`config.mk`:
```
export PLATFORM = sky130hd
export DESIGN_NAME = clk_div_multi_flat
export DESIGN_NICKNAME = d
export VERILOG_FILES = /design/src/rtl/clk_div_multi_if.sv /design/src/rtl/clk_div_multi.sv /design/src/flat_wrapper.sv
export SDC_FILE = /design/constraint.sdc
export NUM_CORES = 1
export LEC_CHECK = 0
export CAP_MARGIN = 10
export CORE_MARGIN = 5
export CORE_UTILIZATION = 37
export DETAILED_ROUTE_END_ITERATION = 8
export MAX_ROUTING_LAYER = met4
export PLACE_DENSITY = 0.59
export SLEW_MARGIN = 0
export SYNTH_ARGS = -nofsm -noshare
export SYNTH_HDL_FRONTEND = slang
export SYNTH_SLANG_ARGS = --single-unit
```
`constraint.sdc`:
```
create_clock -name inputclock -period 5.4 [get_ports inputclock]
set_clock_uncertainty 0.05 [all_clocks]
set_input_delay 0.81 -clock inputclock [delete_from_list [all_inputs] [get_ports inputclock]]
set_output_delay 0.81 -clock inputclock [all_outputs]
set_load 0.01 [all_outputs]
```
`src/rtl/clk_div_multi_if.sv`:
```
// -----------------------------------------------------------------------------
// clk_div_multi_if
//   Configuration write channel for clk_div_multi.
//   A write is accepted on a rising clock edge when cfg_valid and cfg_ready are
//   both high. The accepted divisor and high time wait in a per-channel shadow
//   register until that channel reaches a period boundary.
//
//   Signals
//     cfg_valid    master->slave  write request
//     cfg_ch       master->slave  target channel (max(1, clog2(CHANNELS)) bits)
//     cfg_div      master->slave  new divisor (period in clock cycles)
//     cfg_high     master->slave  new high time in clock cycles
//     cfg_ready    slave->master  the slave can accept a write to cfg_ch
//     cfg_pending  slave->master  per-channel: shadow config not yet applied
// -----------------------------------------------------------------------------
interface clk_div_multi_if #(
  parameter int unsigned CHANNELS = 4,
  parameter int unsigned CNT_W    = 32
);
  localparam int unsigned CH_W = (CHANNELS > 1) ? $clog2(CHANNELS) : 1;

  logic                cfg_valid;
  logic [CH_W-1:0]     cfg_ch;
  logic [CNT_W-1:0]    cfg_div;
  logic [CNT_W-1:0]    cfg_high;
  logic                cfg_ready;
  logic [CHANNELS-1:0] cfg_pending;

  modport master (
    output cfg_valid,
    output cfg_ch,
    output cfg_div,
    output cfg_high,
    input  cfg_ready,
    input  cfg_pending
  );

  modport slave (
    input  cfg_valid,
    input  cfg_ch,
    input  cfg_div,
    input  cfg_high,
    output cfg_ready,
    output cfg_pending
  );
endinterface

```
`src/rtl/clk_div_multi.sv`:
```
// -----------------------------------------------------------------------------
// clk_div_multi
//   Multi-channel programmable clock-enable / divider generator.
//   Each channel divides inputclock by its active divisor, drives a registered
//   divided clock that is high for the first high_act cycles of each period, and
//   pulses tick for one cycle at every period start.
//   Divisor/high-time updates go to a shadow register and are applied only at a
//   period boundary (or immediately while the channel is disabled), so a running
//   output never sees a truncated or stretched period.
//
//   Ports
//     inputclock   in   system clock, rising edge
//     rst          in   asynchronous, active-low reset
//     enable       in   per-channel run enable
//     cfg          if   configuration write channel (slave modport)
//     outputclock  out  per-channel divided clock (registered)
//     tick         out  per-channel one-cycle period-start pulse (registered)
// -----------------------------------------------------------------------------
module clk_div_multi #(
  parameter int unsigned CHANNELS    = 4,
  parameter int unsigned CNT_W       = 32,
  parameter int unsigned DEFAULT_DIV = 50
) (
  input  logic                inputclock,
  input  logic                rst,
  input  logic [CHANNELS-1:0] enable,
  clk_div_multi_if.slave      cfg,
  output logic [CHANNELS-1:0] outputclock,
  output logic [CHANNELS-1:0] tick
);

  localparam int unsigned CH_W = (CHANNELS > 1) ? $clog2(CHANNELS) : 1;

  localparam logic [CNT_W-1:0] ONE      = CNT_W'(1);
  localparam logic [CNT_W-1:0] MIN_DIV  = CNT_W'(2);
  localparam logic [CNT_W-1:0] DEF_DIV  = CNT_W'(DEFAULT_DIV);
  localparam logic [CNT_W-1:0] DEF_HIGH = CNT_W'(DEFAULT_DIV / 2);

  // Active configuration and counter
  logic [CNT_W-1:0] div_act_q  [CHANNELS];
  logic [CNT_W-1:0] div_act_d  [CHANNELS];
  logic [CNT_W-1:0] high_act_q [CHANNELS];
  logic [CNT_W-1:0] high_act_d [CHANNELS];
  logic [CNT_W-1:0] cnt_q      [CHANNELS];
  logic [CNT_W-1:0] cnt_d      [CHANNELS];

  // Shadow configuration waiting for a period boundary
  logic [CNT_W-1:0] shadow_div_q  [CHANNELS];
  logic [CNT_W-1:0] shadow_div_d  [CHANNELS];
  logic [CNT_W-1:0] shadow_high_q [CHANNELS];
  logic [CNT_W-1:0] shadow_high_d [CHANNELS];
  logic [CHANNELS-1:0] pend_q;
  logic [CHANNELS-1:0] pend_d;

  // Registered outputs
  logic [CHANNELS-1:0] out_q;
  logic [CHANNELS-1:0] out_d;
  logic [CHANNELS-1:0] tick_q;
  logic [CHANNELS-1:0] tick_d;

  // Write decode
  logic [CHANNELS-1:0] wr_sel;
  logic [CNT_W-1:0]    wr_div;

  // ---------------------------------------------------------------------------
  // Config handshake. A cfg_ch that matches no channel leaves ready at 1 and
  // selects nothing, so such a write is silently dropped.
  // ---------------------------------------------------------------------------
  always_comb begin
    wr_sel        = '0;
    cfg.cfg_ready = 1'b1;
    for (int unsigned i = 0; i < CHANNELS; i++) begin
      if (cfg.cfg_ch == CH_W'(i)) begin
        cfg.cfg_ready = ~pend_q[i];
        wr_sel[i]     = cfg.cfg_valid & ~pend_q[i];
      end
    end
  end

  // Divisors below 2 cannot form a period with both a tick and a wrap.
  always_comb begin
    wr_div = (cfg.cfg_div < MIN_DIV) ? MIN_DIV : cfg.cfg_div;
  end

  // ---------------------------------------------------------------------------
  // Per-channel next state
  // ---------------------------------------------------------------------------
  always_comb begin
    for (int unsigned i = 0; i < CHANNELS; i++) begin
      div_act_d[i]     = div_act_q[i];
      high_act_d[i]    = high_act_q[i];
      cnt_d[i]         = cnt_q[i];
      shadow_div_d[i]  = shadow_div_q[i];
      shadow_high_d[i] = shadow_high_q[i];
      pend_d[i]        = pend_q[i];
      out_d[i]         = 1'b0;
      tick_d[i]        = 1'b0;

      if (!enable[i]) begin
        // Park the counter on the last count so the first enabled edge wraps
        // and starts a full period with a tick.
        if (pend_q[i]) begin
          div_act_d[i]  = shadow_div_q[i];
          high_act_d[i] = shadow_high_q[i];
          pend_d[i]     = 1'b0;
          cnt_d[i]      = shadow_div_q[i] - ONE;
        end else begin
          cnt_d[i]      = div_act_q[i] - ONE;
        end
      end else if (cnt_q[i] == div_act_q[i] - ONE) begin
        // Period boundary: a pending update governs the period starting now,
        // so the output level for count 0 uses the new high time.
        cnt_d[i]  = '0;
        tick_d[i] = 1'b1;
        if (pend_q[i]) begin
          div_act_d[i]  = shadow_div_q[i];
          high_act_d[i] = shadow_high_q[i];
          pend_d[i]     = 1'b0;
          out_d[i]      = (shadow_high_q[i] != '0);
        end else begin
          out_d[i]      = (high_act_q[i] != '0);
        end
      end else begin
        cnt_d[i] = cnt_q[i] + ONE;
        out_d[i] = ((cnt_q[i] + ONE) < high_act_q[i]);
      end

      // A write is only selected when pend_q is clear, so it never collides
      // with an apply on the same channel.
      if (wr_sel[i]) begin
        shadow_div_d[i]  = wr_div;
        shadow_high_d[i] = cfg.cfg_high;
        pend_d[i]        = 1'b1;
      end
    end
  end

  // ---------------------------------------------------------------------------
  // State registers
  // ---------------------------------------------------------------------------
  always_ff @(posedge inputclock or negedge rst) begin
    if (!rst) begin
      for (int unsigned i = 0; i < CHANNELS; i++) begin
        div_act_q[i]     <= DEF_DIV;
        high_act_q[i]    <= DEF_HIGH;
        cnt_q[i]         <= DEF_DIV - ONE;
        shadow_div_q[i]  <= DEF_DIV;
        shadow_high_q[i] <= DEF_HIGH;
      end
      pend_q <= '0;
      out_q  <= '0;
      tick_q <= '0;
    end else begin
      for (int unsigned i = 0; i < CHANNELS; i++) begin
        div_act_q[i]     <= div_act_d[i];
        high_act_q[i]    <= high_act_d[i];
        cnt_q[i]         <= cnt_d[i];
        shadow_div_q[i]  <= shadow_div_d[i];
        shadow_high_q[i] <= shadow_high_d[i];
      end
      pend_q <= pend_d;
      out_q  <= out_d;
      tick_q <= tick_d;
    end
  end

  assign cfg.cfg_pending = pend_q;
  assign outputclock     = out_q;
  assign tick            = tick_q;

endmodule
```
`src/flat_wrapper.sv`:
```
// flat-port wrapper written by rule: the top's interface ports become plain ports
module clk_div_multi_flat 
#(
  parameter int unsigned CHANNELS    = 4,
  parameter int unsigned CNT_W       = 32,
  parameter int unsigned DEFAULT_DIV = 50
)
  (inputclock, rst, enable, outputclock, tick, cfg_cfg_valid, cfg_cfg_ch, cfg_cfg_div, cfg_cfg_high, cfg_cfg_ready, cfg_cfg_pending);
  clk_div_multi_if #(.CHANNELS(CHANNELS), .CNT_W(CNT_W)) cfg_i ();
  input  logic inputclock;
  input  logic rst;
  input  logic [CHANNELS-1:0] enable;
  output logic [CHANNELS-1:0] outputclock;
  output logic [CHANNELS-1:0] tick;
  input wire logic [$bits(cfg_i.cfg_valid)-1:0] cfg_cfg_valid;
  input wire logic [$bits(cfg_i.cfg_ch)-1:0] cfg_cfg_ch;
  input wire logic [$bits(cfg_i.cfg_div)-1:0] cfg_cfg_div;
  input wire logic [$bits(cfg_i.cfg_high)-1:0] cfg_cfg_high;
  output wire logic [$bits(cfg_i.cfg_ready)-1:0] cfg_cfg_ready;
  output wire logic [$bits(cfg_i.cfg_pending)-1:0] cfg_cfg_pending;
  assign cfg_i.cfg_valid = cfg_cfg_valid;
  assign cfg_i.cfg_ch = cfg_cfg_ch;
  assign cfg_i.cfg_div = cfg_cfg_div;
  assign cfg_i.cfg_high = cfg_cfg_high;
  assign cfg_cfg_ready = cfg_i.cfg_ready;
  assign cfg_cfg_pending = cfg_i.cfg_pending;
  clk_div_multi #(.CHANNELS(CHANNELS), .CNT_W(CNT_W), .DEFAULT_DIV(DEFAULT_DIV)) u_core (.inputclock(inputclock), .rst(rst), .enable(enable), .cfg(cfg_i), .outputclock(outputclock), .tick(tick));
endmodule
```
==> impl_metrics.csv, run 1 <==
group,metric,value,unit
flow_run,cap_violations,0,
floorplanning,die_w,356,µm
power_and_ir_drop,finalPower,22100,µW
grt,grtUsageTotal,0.245,
yosys,syn-cell-area,44300,µm²
hold_path,holdCritPathClass,"input pin to async pin",
status,status,"complete, no violations",
placed_design,numPortBuffers,85,
clock_network,hold_buffers,0,
clock_network,root_buffer,"clkbuf_16",
grt,grt_pass1_vias,36100,
timing,fin_ws,0.486,ns
floorplanning,placementRows,126,
timing,rsz0062_at_grt,"false",
route,dr.pass1.iters,8,
power_and_ir_drop,peakVddDrop,0.000238,V
route,vias,38600,
yosys,syn_avg_cell_area,9.02,µm²
clock_network,ctsResizeCount,0,
timing,worstMarginPinSlew,1.15,ns
worst_setup_path,critPathArrivalTime,5.40,ns
finish,final_nets,5022,
power_and_ir_drop,switching_share,0.397,
power_and_ir_drop,internal-power,13300,µW
floorplanning,fp.dieH,356,µm
yosys,yosys-top-cells-area,"dfrtp_1 33%, mux2_2 6.7%, nand2_1 6.1%, xnor2_1 5.2%, ha_1 3.8%",
clock_network,cts_tree,"done",
route,drtAntennaViolNets,0,
timing,hold_slack,0.0810,ns
power_and_ir_drop,pwr-share-comb,0.357,
timing,fin_crit,4.91,ns
yosys,synthArstFlopShare,1.00,
grt,grt_first_pass_wirelength,234000,µm
placed_design,pre_cts_slack,0.552,ns
timing,relSlewSlack,0.229,
timing,fin_crit_sh,0.910,
clock_network,clockBufferDepth,3,
clock_network,numCtsBuffers,79,
worst_setup_path,cp.required,5.89,ns
route,viasPerCell,5.95,
floorplanning,ios,86,
route,routedWlPerCell,24.0,µm
timing,fin_tns_setup,0,ns
yosys,yosys_register_bits,652,
floorplanning,coreArea,118000,µm²
power_and_ir_drop,power_density,446,nW/µm²
finish,drive_above_1_share,0.168,
power_and_ir_drop,switching_power,8750,µW
placed_design,gp_congestion,0.940,
placed_design,place_hpwl,111000,µm
worst_setup_path,crit_fanout,41,
finish,areaGrowthSynthToFinish,11.8,%
clock_network,clk_pin_slew_worst_paths,0.06,ns
yosys,synth.distinct_cells,90,
worst_setup_path,startpoint_type,"flop",
yosys,synth_top_area_share,0.335,
route,route.detailed.drc,0,
route,drtIter0Drc,3851,
timing,drv_slew,0,
yosys,seq_area_frac_synth,0.370,
clock_network,cts_sinks,652,
worst_setup_path,path_class,"flop to flop",
timing,setup_violations,0,
yosys,yosys_warnings,0,
timing,fmax,204,MHz
power_and_ir_drop,power.static_leakage,0.0197,µW
floorplanning,dieArea,127000,µm²
yosys,synth_fp_nets,5114,
yosys,synthCells,4905,
yosys,ys_dominant_reg_cell,"dfrtp_1",
worst_setup_path,endpoint_kind,"flop",
power_and_ir_drop,seq_power_share,0.391,
grt,antenna_found_initial,18,
floorplanning,start_util,0.374,
clock_network,cts_setup_buffers,0,
clock_network,clkLatencyLatePin,0.66,ns
grt,grt_max_degree,121,
clock_network,htree_levels,3,
power_and_ir_drop,pwr-share-clk,0.252,
yosys,synth_edf_count,0,
timing,hold_viol,0,
route,wl,155000,µm
yosys,yosys.area.top_type,"dfrtp_1",
grt,grt_overflow,0,
==> metrics by stage <==
step,std cells,area (µm²),utilization
floorplan,4905,44300,-
global placement,6332,46800,0.395
detailed placement,6332,46800,0.395
CTS,6477,49400,0.418
global route,6483,49400,0.418
finish,6488,49500,0.418
==> worst max-delay path: stages (launching register included) <==
cell	delay (ns)
dfrtp_1	0.46
nor4_2	0.57
nand4_1	0.58
buf_4	0.40
nor4_1	0.44
o2111ai_1	0.18
or4_1	0.46
nor4_1	0.38
a41o_2	0.54
buf_12	0.28
mux2_2	0.37
==> layout make-up <==
| type | count | area (µm²) |
|---|---|---|
| Antenna cell | 11 | 27.5 |
| Sequential cell | 652 | 16400 |
| Inverter | 201 | 754 |
| Clock buffer | 107 | 2300 |
| Fill cell | 11700 | 68900 |
| Timing Repair Buffer | 206 | 1890 |
| Tap cell | 1600 | 2000 |
| Clock inverter | 38 | 377 |
| Multi-Input combinational cell | 3673 | 25700 |
==> cell usage in the layout (no fill, tap or decap), drive strengths merged, types with 39 or more instances in the layout <==
cell           instances
a21oi                125
a31o                 126
a31oi                 44
buf                  126
clkbuf               107
clkdlybuf4s50         80
dfrtp                592
dfstp                 60
ha                   136
inv                  203
mux2                 322
nand2                723
nand3                143
nand4                 98
nor2                 218
nor2b                 42
nor3                  99
nor4                 202
o211ai                52
o21ai                172
o22ai                 85
o311ai                39
o41ai                 68
or3                   63
or4                   56
xnor2                265
xor2                 135
==> power groups by stage <==
stage               logic (µW)  clock network (µW)  registers, µW
finish                    7870                5570           8630
global route              8660                5850           8830
detailed placement        7770                   0           8620
global placement          7660                   0           8600
CTS                       7820                5660           8570
floorplan                 6270                   0           7390
==> state kept, by name, indices dropped and copies added, names as in the netlist <==
name	count
u_core.outputclock	4
u_core.shadow_div_q	128
u_core.div_act_q	128
u_core.cnt_q	128
u_core.high_act_q	128
u_core.tick	4
u_core.cfg.cfg_pending	4
u_core.shadow_high_q	128
==> Yosys cell counts (all sizes together) (17+ instances only) <==
cell,number
nor2,218
o311ai,39
xor2,135
buf,37
mux2,322
nand3,143
nand4,98
a311o,35
and3,32
or3,63
mux2i,24
nor4,202
o22ai,85
xnor3,17
dfstp,60
a21o,31
o31ai,21
nor3,99
a31o,126
ha,136
inv,199
or2,21
o211ai,52
or4,56
o21ai,172
xnor2,265
clkbuf,342
and4,26
nor2b,42
o41ai,68
a21oi,125
a31oi,44
dfrtp,592
nand2,723
a211oi,25
nand2b,27
==> metal layers <==
metal / vias to the layer above / global-route usage / wire, µm
met4: 0 / 0.0656 / 4410
li1: 17700 / - / -
met5: - / - / 0
met3: 235 / 0.0547 / 13500
met2: 1473 / 0.356 / 67300
met1: 19200 / 0.344 / 70300
==> cell families (layout without fill, tap and decap cells) <==
| group | Yosys count | after routing | synth area share |
|---|---|---|---|
| buffers and inverters | 580 | 552 | 0.0506 |
| other | 0 | 11 | 0 |
| flip-flops | 652 | 652 | 0.370 |
| XOR/XNOR | 421 | 421 | 0.0900 |
| AND/OR/NAND/NOR | 1816 | 1816 | 0.204 |
| AO/OA/AOI/OAI | 953 | 953 | 0.155 |
| multiplexers | 346 | 346 | 0.0923 |
| adder cells (fa/ha/maj) | 137 | 137 | 0.0387 |
==> final timing paths <==
path	startpoint	slack, ns	end	depth (start not counted)
max in group asynchronous	rst	3.96	u_core.div_act_q[14]	2
min in group inputclock	u_core.shadow_high_q[32]	0.44	u_core.shadow_high_q[32]	2
hold reg to reg	u_core.shadow_high_q[32]	0.44	u_core.shadow_high_q[32]	2
setup reg to reg	u_core.div_act_q[7]	0.49	u_core.div_act_q[7]	10
setup / recovery	u_core.div_act_q[7]	0.49	u_core.div_act_q[7]	10
hold / removal	rst	0.08	u_core.tick[2]	1
(Power assumes the default switching activity.)
==> run 2, diff against run 1 <==
--- a/config.mk
+++ b/config.mk
@@ -8,7 +8,9 @@
 export CAP_MARGIN = 10
 export CORE_MARGIN = 5
 export CORE_UTILIZATION = 37
+export CTS_CLUSTER_SIZE = 20
 export DETAILED_ROUTE_END_ITERATION = 8
+export GPL_ROUTABILITY_DRIVEN = 0
 export MAX_ROUTING_LAYER = met4
 export PLACE_DENSITY = 0.59
 export SLEW_MARGIN = 0
==> run 2 against run 1 <==
Final cell count decreased by 0.28%. Wire length decreased by 2.1%. Global-route usage fell by 0.46 points. Clock power up 4.5%. Sequential share of layout area is essentially flat. Worst setup slack improved by 0.088 ns. Highest routed layer unchanged. Worst hold slack lost 0.021 ns. Register-to-register slack better by 0.09 ns. Flip-flop and latch count unchanged. Power grew 0.60%. Combinational power shrank 2%. Critical endpoint is now u_core.div_act_q[28].
==> impl_metrics.csv, run 2 (synthesis gave the netlist of run 1 again) <==
group,metric,value,unit
status,status,"complete, no violations",
power_and_ir_drop,pwr-share-comb,0.349,
route,viasPerCell,5.98,
worst_setup_path,crit_fanout,64,
clock_network,clkLatencyLatePin,0.66,ns
route,drtAntennaViolNets,0,
power_and_ir_drop,internal-power,13600,µW
flow_run,cap_violations,0,
timing,worstMarginPinSlew,1.05,ns
route,drtIter0Drc,4262,
grt,grt_pass1_vias,36300,
grt,grt_first_pass_wirelength,230000,µm
clock_network,cts_sinks,652,
timing,fin_tns_setup,0,ns
grt,grt_max_degree,132,
timing,rsz0062_at_grt,"false",
route,wl,152000,µm
finish,final_common_cell,"nand2_1",
clock_network,clk_pin_slew_worst_paths,0.06,ns
timing,fin_ws,0.574,ns
power_and_ir_drop,pwr-share-clk,0.262,
floorplanning,ios,86,
clock_network,cts_setup_buffers,0,
power_and_ir_drop,power.static_leakage,0.0197,µW
hold_path,holdCritPathClass,"input pin to async pin",
clock_network,root_buffer,"clkbuf_16",
worst_setup_path,max_stage_delay,0.81,ns
worst_setup_path,cp_slowest_cell,"o41ai_1",
grt,grtUsageTotal,0.240,
placed_design,place_hpwl,108000,µm
clock_network,ctsResizeCount,0,
timing,hold_slack,0.0603,ns
placed_design,numPortBuffers,85,
power_and_ir_drop,peakVddDrop,0.000227,V
grt,grt_overflow,0,
clock_network,numCtsBuffers,77,
power_and_ir_drop,switching_share,0.388,
timing,fin_crit,4.83,ns
floorplanning,fp.dieH,356,µm
placed_design,pre_cts_slack,0.699,ns
route,routedWlPerCell,23.5,µm
route,dr.pass1.iters,6,
worst_setup_path,cp_cell_sequence,"nor4_2 > nand4_1 > o41ai_1 > nand4b_1 > or4_1 > nor4_1 > a41o_2 > buf_12 > mux2_2",
floorplanning,dieArea,127000,µm²
floorplanning,coreArea,118000,µm²
worst_setup_path,startpoint_type,"flop",
clock_network,cts_tree,"done",
floorplanning,placementRows,126,
worst_setup_path,cp.required,5.89,ns
grt,antenna_found_initial,19,
timing,drv_slew,0,
finish,most-common-layout-cells,"723 x nand2_1, 588 x dfrtp_1, 265 x xnor2_1",
clock_network,htree_levels,3,
timing,fmax,207,MHz
timing,hold_viol,0,
worst_setup_path,rr_worst_depth,9,
worst_setup_path,reg2reg_to,"u_core.div_act_q[28]",
worst_setup_path,critPathArrivalTime,5.32,ns
timing,relSlewSlack,0.296,
clock_network,hold_buffers,0,
timing,setup_violations,0,
power_and_ir_drop,switching_power,8600,µW
finish,drive_above_1_share,0.165,
route,vias,38700,
finish,areaGrowthSynthToFinish,11.9,%
worst_setup_path,r2r-start,"u_core.div_act_q[7]",
floorplanning,start_util,0.374,
finish,final_nets,5014,
worst_setup_path,endpoint_kind,"flop",
power_and_ir_drop,power_density,449,nW/µm²
worst_setup_path,ff2ff_setup_slack,0.57,ns
floorplanning,die_w,356,µm
route,route.detailed.drc,0,
worst_setup_path,path_class,"flop to flop",
timing,fin_crit_sh,0.894,
clock_network,clockBufferDepth,3,
power_and_ir_drop,seq_power_share,0.389,
run 2: cell count changes in the layout (fill, tap and decap cells not counted), moves of 2 or more:
cell        delta
clkinv_2       -6
clkinvlp_4     -9
diode_2        -8
clkbuf_1       +4
clkinv_8       +2
buf_4          -5
bufinv_16      +9
clkbuf_16      -4
run 2: cell type report:
class | instances | area (µm²)
diodes | 3 | 7.51
clock buffers | 108 | 2230
clock inverters | 33 | 562
fillers | 11700 | 68900
inverters | 201 | 754
multi-input cells | 3673 | 25700
flip-flops and latches | 652 | 16400
well taps | 1600 | 2000
repair buffers | 200 | 1830
run 2: per-stage QoR:
stage / total power [µW] / util / cells / instance area [µm²]
after floorplan: 13700 / - / 4905 / 44300
after global placement: 16100 / 0.395 / 6326 / 46700
after detailed placement: 16300 / 0.395 / 6326 / 46700
after CTS: 22200 / 0.418 / 6467 / 49500
after global routing: 23500 / 0.418 / 6469 / 49500
final: 22200 / 0.418 / 6470 / 49500
run 2: worst max-delay path, delay by kind of cell, from the launching register on:
family,cells,cell delay (ns)
simple gates,5,2.34
flops,1,0.47
buf+inv,1,0.32
mux,1,0.38
compound gates,2,1.09
run 2: power by group through the flow:
stage,clock network (µW),logic [µW],registers (µW)
floorplan,0,6270,7390
global route,6110,8540,8830
global placement,0,7510,8590
CTS,5930,7690,8560
finish,5820,7750,8630
detailed placement,0,7630,8620
run 2: worst max path at each step:
stage                               from                     to  slack [ns]
floorplan           u_core.div_act_q[74]   u_core.div_act_q[66]        1.40
global placement        u_core.cnt_q[96]  u_core.outputclock[0]        0.72
detailed placement   u_core.div_act_q[7]  u_core.high_act_q[21]        0.70
CTS                     u_core.cnt_q[96]  u_core.outputclock[0]        0.66
global route            u_core.cnt_q[96]  u_core.outputclock[0]        0.33
finish               u_core.div_act_q[7]   u_core.div_act_q[28]        0.57
run 2: layer usage:
layer / track usage / up-vias / part of all wire
met3: 0.0476 / 255 / 0.085
met1: 0.341 / 19200 / 0.45
met2: 0.343 / 1555 / 0.43
met4: 0.0768 / 0 / 0.036
li1: - / 17700 / -
met5: - / - / 0
